==> config.mk <==
export PLATFORM = sky130hd
export DESIGN_NAME = interrupt_sequencer_flat
export DESIGN_NICKNAME = d
export VERILOG_FILES = /design/src/rtl/interrupt_sequencer_if.sv /design/src/rtl/interrupt_sequencer.sv /design/src/flat_wrapper.sv
export SDC_FILE = /design/constraint.sdc
export NUM_CORES = 1
export LEC_CHECK = 0
export CAP_MARGIN = 0
export CELL_PAD_IN_SITES_DETAIL_PLACEMENT = 2
export CELL_PAD_IN_SITES_GLOBAL_PLACEMENT = 2
export CORE_ASPECT_RATIO = 0.7
export CORE_MARGIN = 2
export CORE_UTILIZATION = 30
export DETAILED_ROUTE_END_ITERATION = 8
export PLACE_DENSITY = 0.87
export SYNTH_ARGS = -nofsm -noshare
export SYNTH_HDL_FRONTEND = slang
export SYNTH_SLANG_ARGS = --single-unit
==> constraint.sdc <==
create_clock -name fclk -period 4.1 [get_ports fclk]
set_clock_uncertainty 0.15 [all_clocks]
set_input_delay 1.025 -clock fclk [delete_from_list [all_inputs] [get_ports fclk]]
set_output_delay 1.025 -clock fclk [all_outputs]
set_load 0.02 [all_outputs]
==> src/rtl/interrupt_sequencer_if.sv <==
// Handshake and vector bus between the interrupt sequencer (master) and the
// instruction decoder (slave).
interface interrupt_sequencer_if;
  logic        i_flag;
  logic        sync;
  logic        rdy;
  logic        int_ack;
  logic        int_req;
  logic [1:0]  int_kind;
  logic [15:0] vector_addr;
  logic        vpb;
  logic        reset_stack;
  logic        set_i;

  modport master (
    input  i_flag, sync, rdy, int_ack,
    output int_req, int_kind, vector_addr, vpb, reset_stack, set_i
  );

  modport slave (
    output i_flag, sync, rdy, int_ack,
    input  int_req, int_kind, vector_addr, vpb, reset_stack, set_i
  );
endinterface

==> src/rtl/interrupt_sequencer.sv <==
// Synchronises reset/NMI/IRQ, arbitrates them at instruction boundaries, runs the
// request/ack handshake with the decoder and drives the two vector-fetch cycles.
module interrupt_sequencer #(
  parameter int         SYNC_STAGES = 2,
  parameter int         RESET_HOLD  = 2,
  parameter logic [7:0] VECTOR_HI   = 8'hFF
) (
  input  logic                         fclk,
  input  logic                         resb,
  input  logic                         nmib,
  input  logic                         irqb,
  interrupt_sequencer_if.master        bus
);

  localparam int HOLD_W = (RESET_HOLD > 1) ? $clog2(RESET_HOLD) : 1;

  localparam logic [1:0] S_HOLD = 2'd0;
  localparam logic [1:0] S_IDLE = 2'd1;
  localparam logic [1:0] S_PEND = 2'd2;
  localparam logic [1:0] S_VEC  = 2'd3;

  localparam logic [1:0] K_NONE = 2'b00;
  localparam logic [1:0] K_IRQ  = 2'b01;
  localparam logic [1:0] K_NMI  = 2'b10;
  localparam logic [1:0] K_RES  = 2'b11;

  function automatic logic [7:0] vec_lo(input logic [1:0] kind);
    case (kind)
      K_NMI:   return 8'hFA;
      K_IRQ:   return 8'hFE;
      default: return 8'hFC;
    endcase
  endfunction

  logic [SYNC_STAGES-1:0] nmib_sync_q;
  logic [SYNC_STAGES-1:0] irqb_sync_q;
  logic                   nmib_dly_q;
  logic                   nmi_latch_q, nmi_latch_d;

  logic [1:0]        state_q, state_d;
  logic [HOLD_W-1:0] hold_q, hold_d;
  logic [1:0]        kind_q, kind_d;
  logic              fetch_q, fetch_d;
  logic              int_req_q, int_req_d;
  logic [15:0]       addr_q, addr_d;
  logic              vpb_q, vpb_d;
  logic              reset_stack_q, reset_stack_d;
  logic              set_i_q, set_i_d;

  logic nmib_s, irqb_s, nmi_edge, irq_active, accept, accept_nmi;

  assign nmib_s     = nmib_sync_q[SYNC_STAGES-1];
  assign irqb_s     = irqb_sync_q[SYNC_STAGES-1];
  assign nmi_edge   = nmib_dly_q & ~nmib_s;
  assign irq_active = ~irqb_s & ~bus.i_flag;
  assign accept     = (state_q == S_PEND) & bus.int_ack & bus.rdy;
  assign accept_nmi = accept & (kind_q == K_NMI);

  // An edge arriving on the accepting cycle re-arms the latch so it is not lost.
  assign nmi_latch_d = (nmi_latch_q & ~accept_nmi) | nmi_edge;

  always_ff @(posedge fclk or negedge resb) begin
    if (!resb) begin
      nmib_sync_q <= '1;
      irqb_sync_q <= '1;
      nmib_dly_q  <= 1'b1;
      nmi_latch_q <= 1'b0;
    end else begin
      nmib_sync_q <= {nmib_sync_q[SYNC_STAGES-2:0], nmib};
      irqb_sync_q <= {irqb_sync_q[SYNC_STAGES-2:0], irqb};
      nmib_dly_q  <= nmib_s;
      nmi_latch_q <= nmi_latch_d;
    end
  end

  always_comb begin
    state_d   = state_q;
    hold_d    = hold_q;
    kind_d    = kind_q;
    fetch_d   = fetch_q;
    int_req_d = int_req_q;
    addr_d    = addr_q;
    vpb_d     = vpb_q;
    set_i_d   = 1'b0;
    case (state_q)
      S_HOLD: begin
        if (hold_q == HOLD_W'(RESET_HOLD - 1)) begin
          state_d   = S_PEND;
          kind_d    = K_RES;
          int_req_d = 1'b1;
          addr_d    = {VECTOR_HI, vec_lo(K_RES)};
        end else begin
          hold_d = hold_q + 1'b1;
        end
      end
      S_IDLE: begin
        if (bus.sync && bus.rdy) begin
          if (nmi_latch_q) begin
            state_d   = S_PEND;
            kind_d    = K_NMI;
            int_req_d = 1'b1;
            addr_d    = {VECTOR_HI, vec_lo(K_NMI)};
          end else if (irq_active) begin
            state_d   = S_PEND;
            kind_d    = K_IRQ;
            int_req_d = 1'b1;
            addr_d    = {VECTOR_HI, vec_lo(K_IRQ)};
          end
        end
      end
      S_PEND: begin
        if (accept) begin
          state_d   = S_VEC;
          fetch_d   = 1'b0;
          int_req_d = 1'b0;
          vpb_d     = 1'b1;
        end
      end
      S_VEC: begin
        // Both fetches stall together with the decoder while rdy is low.
        if (bus.rdy) begin
          if (!fetch_q) begin
            fetch_d = 1'b1;
            addr_d  = {VECTOR_HI, vec_lo(kind_q) + 8'd1};
          end else begin
            state_d = S_IDLE;
            vpb_d   = 1'b0;
            addr_d  = {VECTOR_HI, vec_lo(K_RES)};
            set_i_d = (kind_q == K_IRQ) || (kind_q == K_NMI);
            kind_d  = K_NONE;
          end
        end
      end
      default: state_d = S_IDLE;
    endcase
    reset_stack_d = (state_d == S_PEND) && (kind_d == K_RES);
  end

  always_ff @(posedge fclk or negedge resb) begin
    if (!resb) begin
      state_q       <= S_HOLD;
      hold_q        <= '0;
      kind_q        <= K_NONE;
      fetch_q       <= 1'b0;
      int_req_q     <= 1'b0;
      addr_q        <= {VECTOR_HI, 8'hFC};
      vpb_q         <= 1'b0;
      reset_stack_q <= 1'b0;
      set_i_q       <= 1'b0;
    end else begin
      state_q       <= state_d;
      hold_q        <= hold_d;
      kind_q        <= kind_d;
      fetch_q       <= fetch_d;
      int_req_q     <= int_req_d;
      addr_q        <= addr_d;
      vpb_q         <= vpb_d;
      reset_stack_q <= reset_stack_d;
      set_i_q       <= set_i_d;
    end
  end

  assign bus.int_req     = int_req_q;
  assign bus.int_kind    = kind_q;
  assign bus.vector_addr = addr_q;
  assign bus.vpb         = vpb_q;
  assign bus.reset_stack = reset_stack_q;
  assign bus.set_i       = set_i_q;

endmodule

==> src/flat_wrapper.sv <==
// flat-port wrapper written by rule: the top's interface ports become plain ports
module interrupt_sequencer_flat 
#(
  parameter int         SYNC_STAGES = 2,
  parameter int         RESET_HOLD  = 2,
  parameter logic [7:0] VECTOR_HI   = 8'hFF
)
  (fclk, resb, nmib, irqb, bus_i_flag, bus_sync, bus_rdy, bus_int_ack, bus_int_req, bus_int_kind, bus_vector_addr, bus_vpb, bus_reset_stack, bus_set_i);
  interrupt_sequencer_if bus_i ();
  input  logic fclk;
  input  logic resb;
  input  logic nmib;
  input  logic irqb;
  input wire logic [$bits(bus_i.i_flag)-1:0] bus_i_flag;
  input wire logic [$bits(bus_i.sync)-1:0] bus_sync;
  input wire logic [$bits(bus_i.rdy)-1:0] bus_rdy;
  input wire logic [$bits(bus_i.int_ack)-1:0] bus_int_ack;
  output wire logic [$bits(bus_i.int_req)-1:0] bus_int_req;
  output wire logic [$bits(bus_i.int_kind)-1:0] bus_int_kind;
  output wire logic [$bits(bus_i.vector_addr)-1:0] bus_vector_addr;
  output wire logic [$bits(bus_i.vpb)-1:0] bus_vpb;
  output wire logic [$bits(bus_i.reset_stack)-1:0] bus_reset_stack;
  output wire logic [$bits(bus_i.set_i)-1:0] bus_set_i;
  assign bus_i.i_flag = bus_i_flag;
  assign bus_i.sync = bus_sync;
  assign bus_i.rdy = bus_rdy;
  assign bus_i.int_ack = bus_int_ack;
  assign bus_int_req = bus_i.int_req;
  assign bus_int_kind = bus_i.int_kind;
  assign bus_vector_addr = bus_i.vector_addr;
  assign bus_vpb = bus_i.vpb;
  assign bus_reset_stack = bus_i.reset_stack;
  assign bus_set_i = bus_i.set_i;
  interrupt_sequencer #(.SYNC_STAGES(SYNC_STAGES), .RESET_HOLD(RESET_HOLD), .VECTOR_HI(VECTOR_HI)) u_core (.fclk(fclk), .resb(resb), .nmib(nmib), .irqb(irqb), .bus(bus_i));
endmodule
==> flow_summary.ini <==
[status]
status = finished, final reports clean

[synth]
synth_area_leaders = dfrtp_1 (34%), dfstp_2 (17%), buf_4 (10%)
syn_inst = 87
synthDistinctLibCells = 32
syn_avg_cell_area_sq_um = 10.9
seq_area_frac_synth_pct = 50.9
synth_edf_count = 0
async_reset_ff_share_pct = 100
syn-cell-area_sq_um = 948
yosys_warnings = 0
synth-seq-cells = 19
synth_ff_type = dfrtp_1
synth_top_area_share_pct = 34.3
yosys.area.top_type = dfrtp_1
synth_commonest_cells = buf_4 (13), dfrtp_1 (13), dfstp_2 (6), nand2_1 (6)

[power]
p_leak_nw = 0.481
power_density_nw_per_um2 = 716
vdd.ir_drop.worst_mv = 0.234

[finish]
diodes = 0
n_fill_cell = 337
nNetsFinal = 113
multiInputGateArea_sq_um = 387
drive_gt1_share_pct = 15.5
syn_to_final_growth_pct = 20.3
final-seq-area_sq_um = 483

[place]
hpwl_mm = 1.63
place_ws_ps = 1190
port_buffers = 16
gp_congestion = 0.806

[clock_network]
post-cts-setup-buffer-count = 0
hold_buffers = 0
cts_tree = built
path_clk_slew_ps = 80
clock_tree.buffer_depth = 2
clkLatencyLatePin_ps = 260
htree_levels = 1
cts.repair.resized = 0
cts_buffers = 3
cts.sinks = 19
root_buffer = clkbuf_8

[detailed_routing]
drtPass1Iterations = 4
vias = 663
viasPerCell = 4.70
wl_mm = 2.17
drtIter0Drc = 19
avgRoutedWirePerCell_microns = 15.4
antenna_left = 0
drc_errors = 0

[grt]
grt_overflow = 0
grt_max_degree = 20
grt_usage_pct = 13.8
grt_pass1_vias = 684
antenna_found_initial = 0
grt_pass1_wl_mm = 3.66

[sta]
hold_viol_final = 0
relSlewSlack_pct = 43.9
period_share_pct = 63.8
min_period_ps = 2620
timing.hold.ws_ps = 208
fin_setup_tns_ps = 0
rsz0062_at_grt = false
setup_ws_ps = 1480
fmax_ghz = 0.382
tightest_slew_ps = 838
slew_viol_final = 0
finalSetupViolations = 0

[setup_path]
crit_arrival_ps = 2620
required_ps = 4100
start_kind = input port
path_class = in2reg
end_kind = flop
path_max_fanout = 8

[die]
initial_core_util_pct = 30.8
row_count = 17
fp.dieArea_sq_um = 3630
core_area_sq_um = 3080
die_w_microns = 71.2
io_pins = 30
fp.dieH_microns = 51.0

[min_path]
hold_path_class = reg2reg

[job]
maxCapViolations = 0
routing by layer:
layer	GRT usage, %	wire, microns	vias up
li1	-	-	308
met1	19.0	1040	335
met2	20.2	1000	15
met3	4.73	97	5
met4	4.72	31	0
met5	0	0	-
flip-flops by register name, summed over array words and instances, names as in the netlist, 2 cells and up:
register and flops:
u_core.nmib_sync_q 2, u_core.bus.vector_addr 3, u_core.bus.int_kind 2, u_core.state_q 2
u_core.irqb_sync_q 2
cell type report:
cell class / count / share of cell area, %
Clock buffer: 3 / 3.62
Clock inverter: 1 / 0.658
Inverter: 4 / 1.32
Multi-Input combinational cell: 60 / 33.9
Sequential cell: 19 / 42.3
Tap cell: 38 / 4.17
Timing Repair Buffer: 16 / 14.0
worst max-delay path: stages:
cell and delay (ps):
clkdlybuf4s50_1 530, and4bb_4 290, nor4b_4 340, a21oi_2 120, mux2_4 310
where the power goes:
group          switching (mW)  leakage [nW]  internal (mW)
combinational           0.180         0.245          0.172
clock                  0.0672        0.0217         0.0687
sequential             0.0820         0.214          0.247
total                   0.329         0.481          0.488
path summary, 6_finish.rpt:
check	slack, ps	end	depth (start not counted)	start
setup reg to reg	2220	u_core.bus.vector_addr[0]$_DFFE_PN0P_	4	u_core.state_q[1]$_DFF_PN0_
setup / recovery	1480	u_core.bus.vector_addr[0]$_DFFE_PN0P_	5	bus_rdy
hold / removal	210	u_core.nmib_sync_q[1]$_DFF_PN1_	0	u_core.nmib_sync_q[0]$_DFF_PN1_
min in group asynchronous	1090	u_core.hold_q$_DFFE_PN0P_	1	resb
hold reg to reg	210	u_core.nmib_sync_q[1]$_DFF_PN1_	0	u_core.nmib_sync_q[0]$_DFF_PN1_
max in group asynchronous	2190	u_core.bus.vector_addr[0]$_DFFE_PN0P_	1	resb
metrics by stage:
stage | area (sq um) | std cells | util [%] | total power, mW
2_1_floorplan | 993 | 99 | - | 0.552
3_3_place_gp | 1090 | 137 | 35.4 | 0.665
5_1_grt | 1140 | 141 | 37.0 | 0.883
3_5_place_dp | 1090 | 137 | 35.4 | 0.685
6_report | 1140 | 141 | 37.0 | 0.817
4_1_cts | 1140 | 141 | 37.0 | 0.829
placed cells by master, fill, tap and decap left out, types with 2 or more instances in the layout:
| cell type | instances |
|---|---|
| a31oi_1 | 2 |
| nand3_1 | 2 |
| o21ai_0 | 4 |
| clkbuf_8 | 3 |
| nor3_1 | 3 |
| o221ai_1 | 2 |
| mux2_4 | 2 |
| mux2i_1 | 2 |
| clkdlybuf4s50_1 | 16 |
| nand2_1 | 6 |
| dfstp_2 | 6 |
| nor2_1 | 4 |
| dfrtp_1 | 13 |
| nor2b_1 | 2 |
| conb_1 | 13 |
| a21oi_1 | 3 |
| inv_1 | 4 |
kinds of logic after synthesis:
logic type / share of synthesized area, %
AO/OA/AOI/OAI: 13.5
adder cells (fa/ha/maj): 1.32
buffers and inverters: 13.1
flip-flops: 50.9
multiplexers: 5.28
other: 0.395
AND/OR/NAND/NOR: 15.6
(Power assumes the default switching activity.)
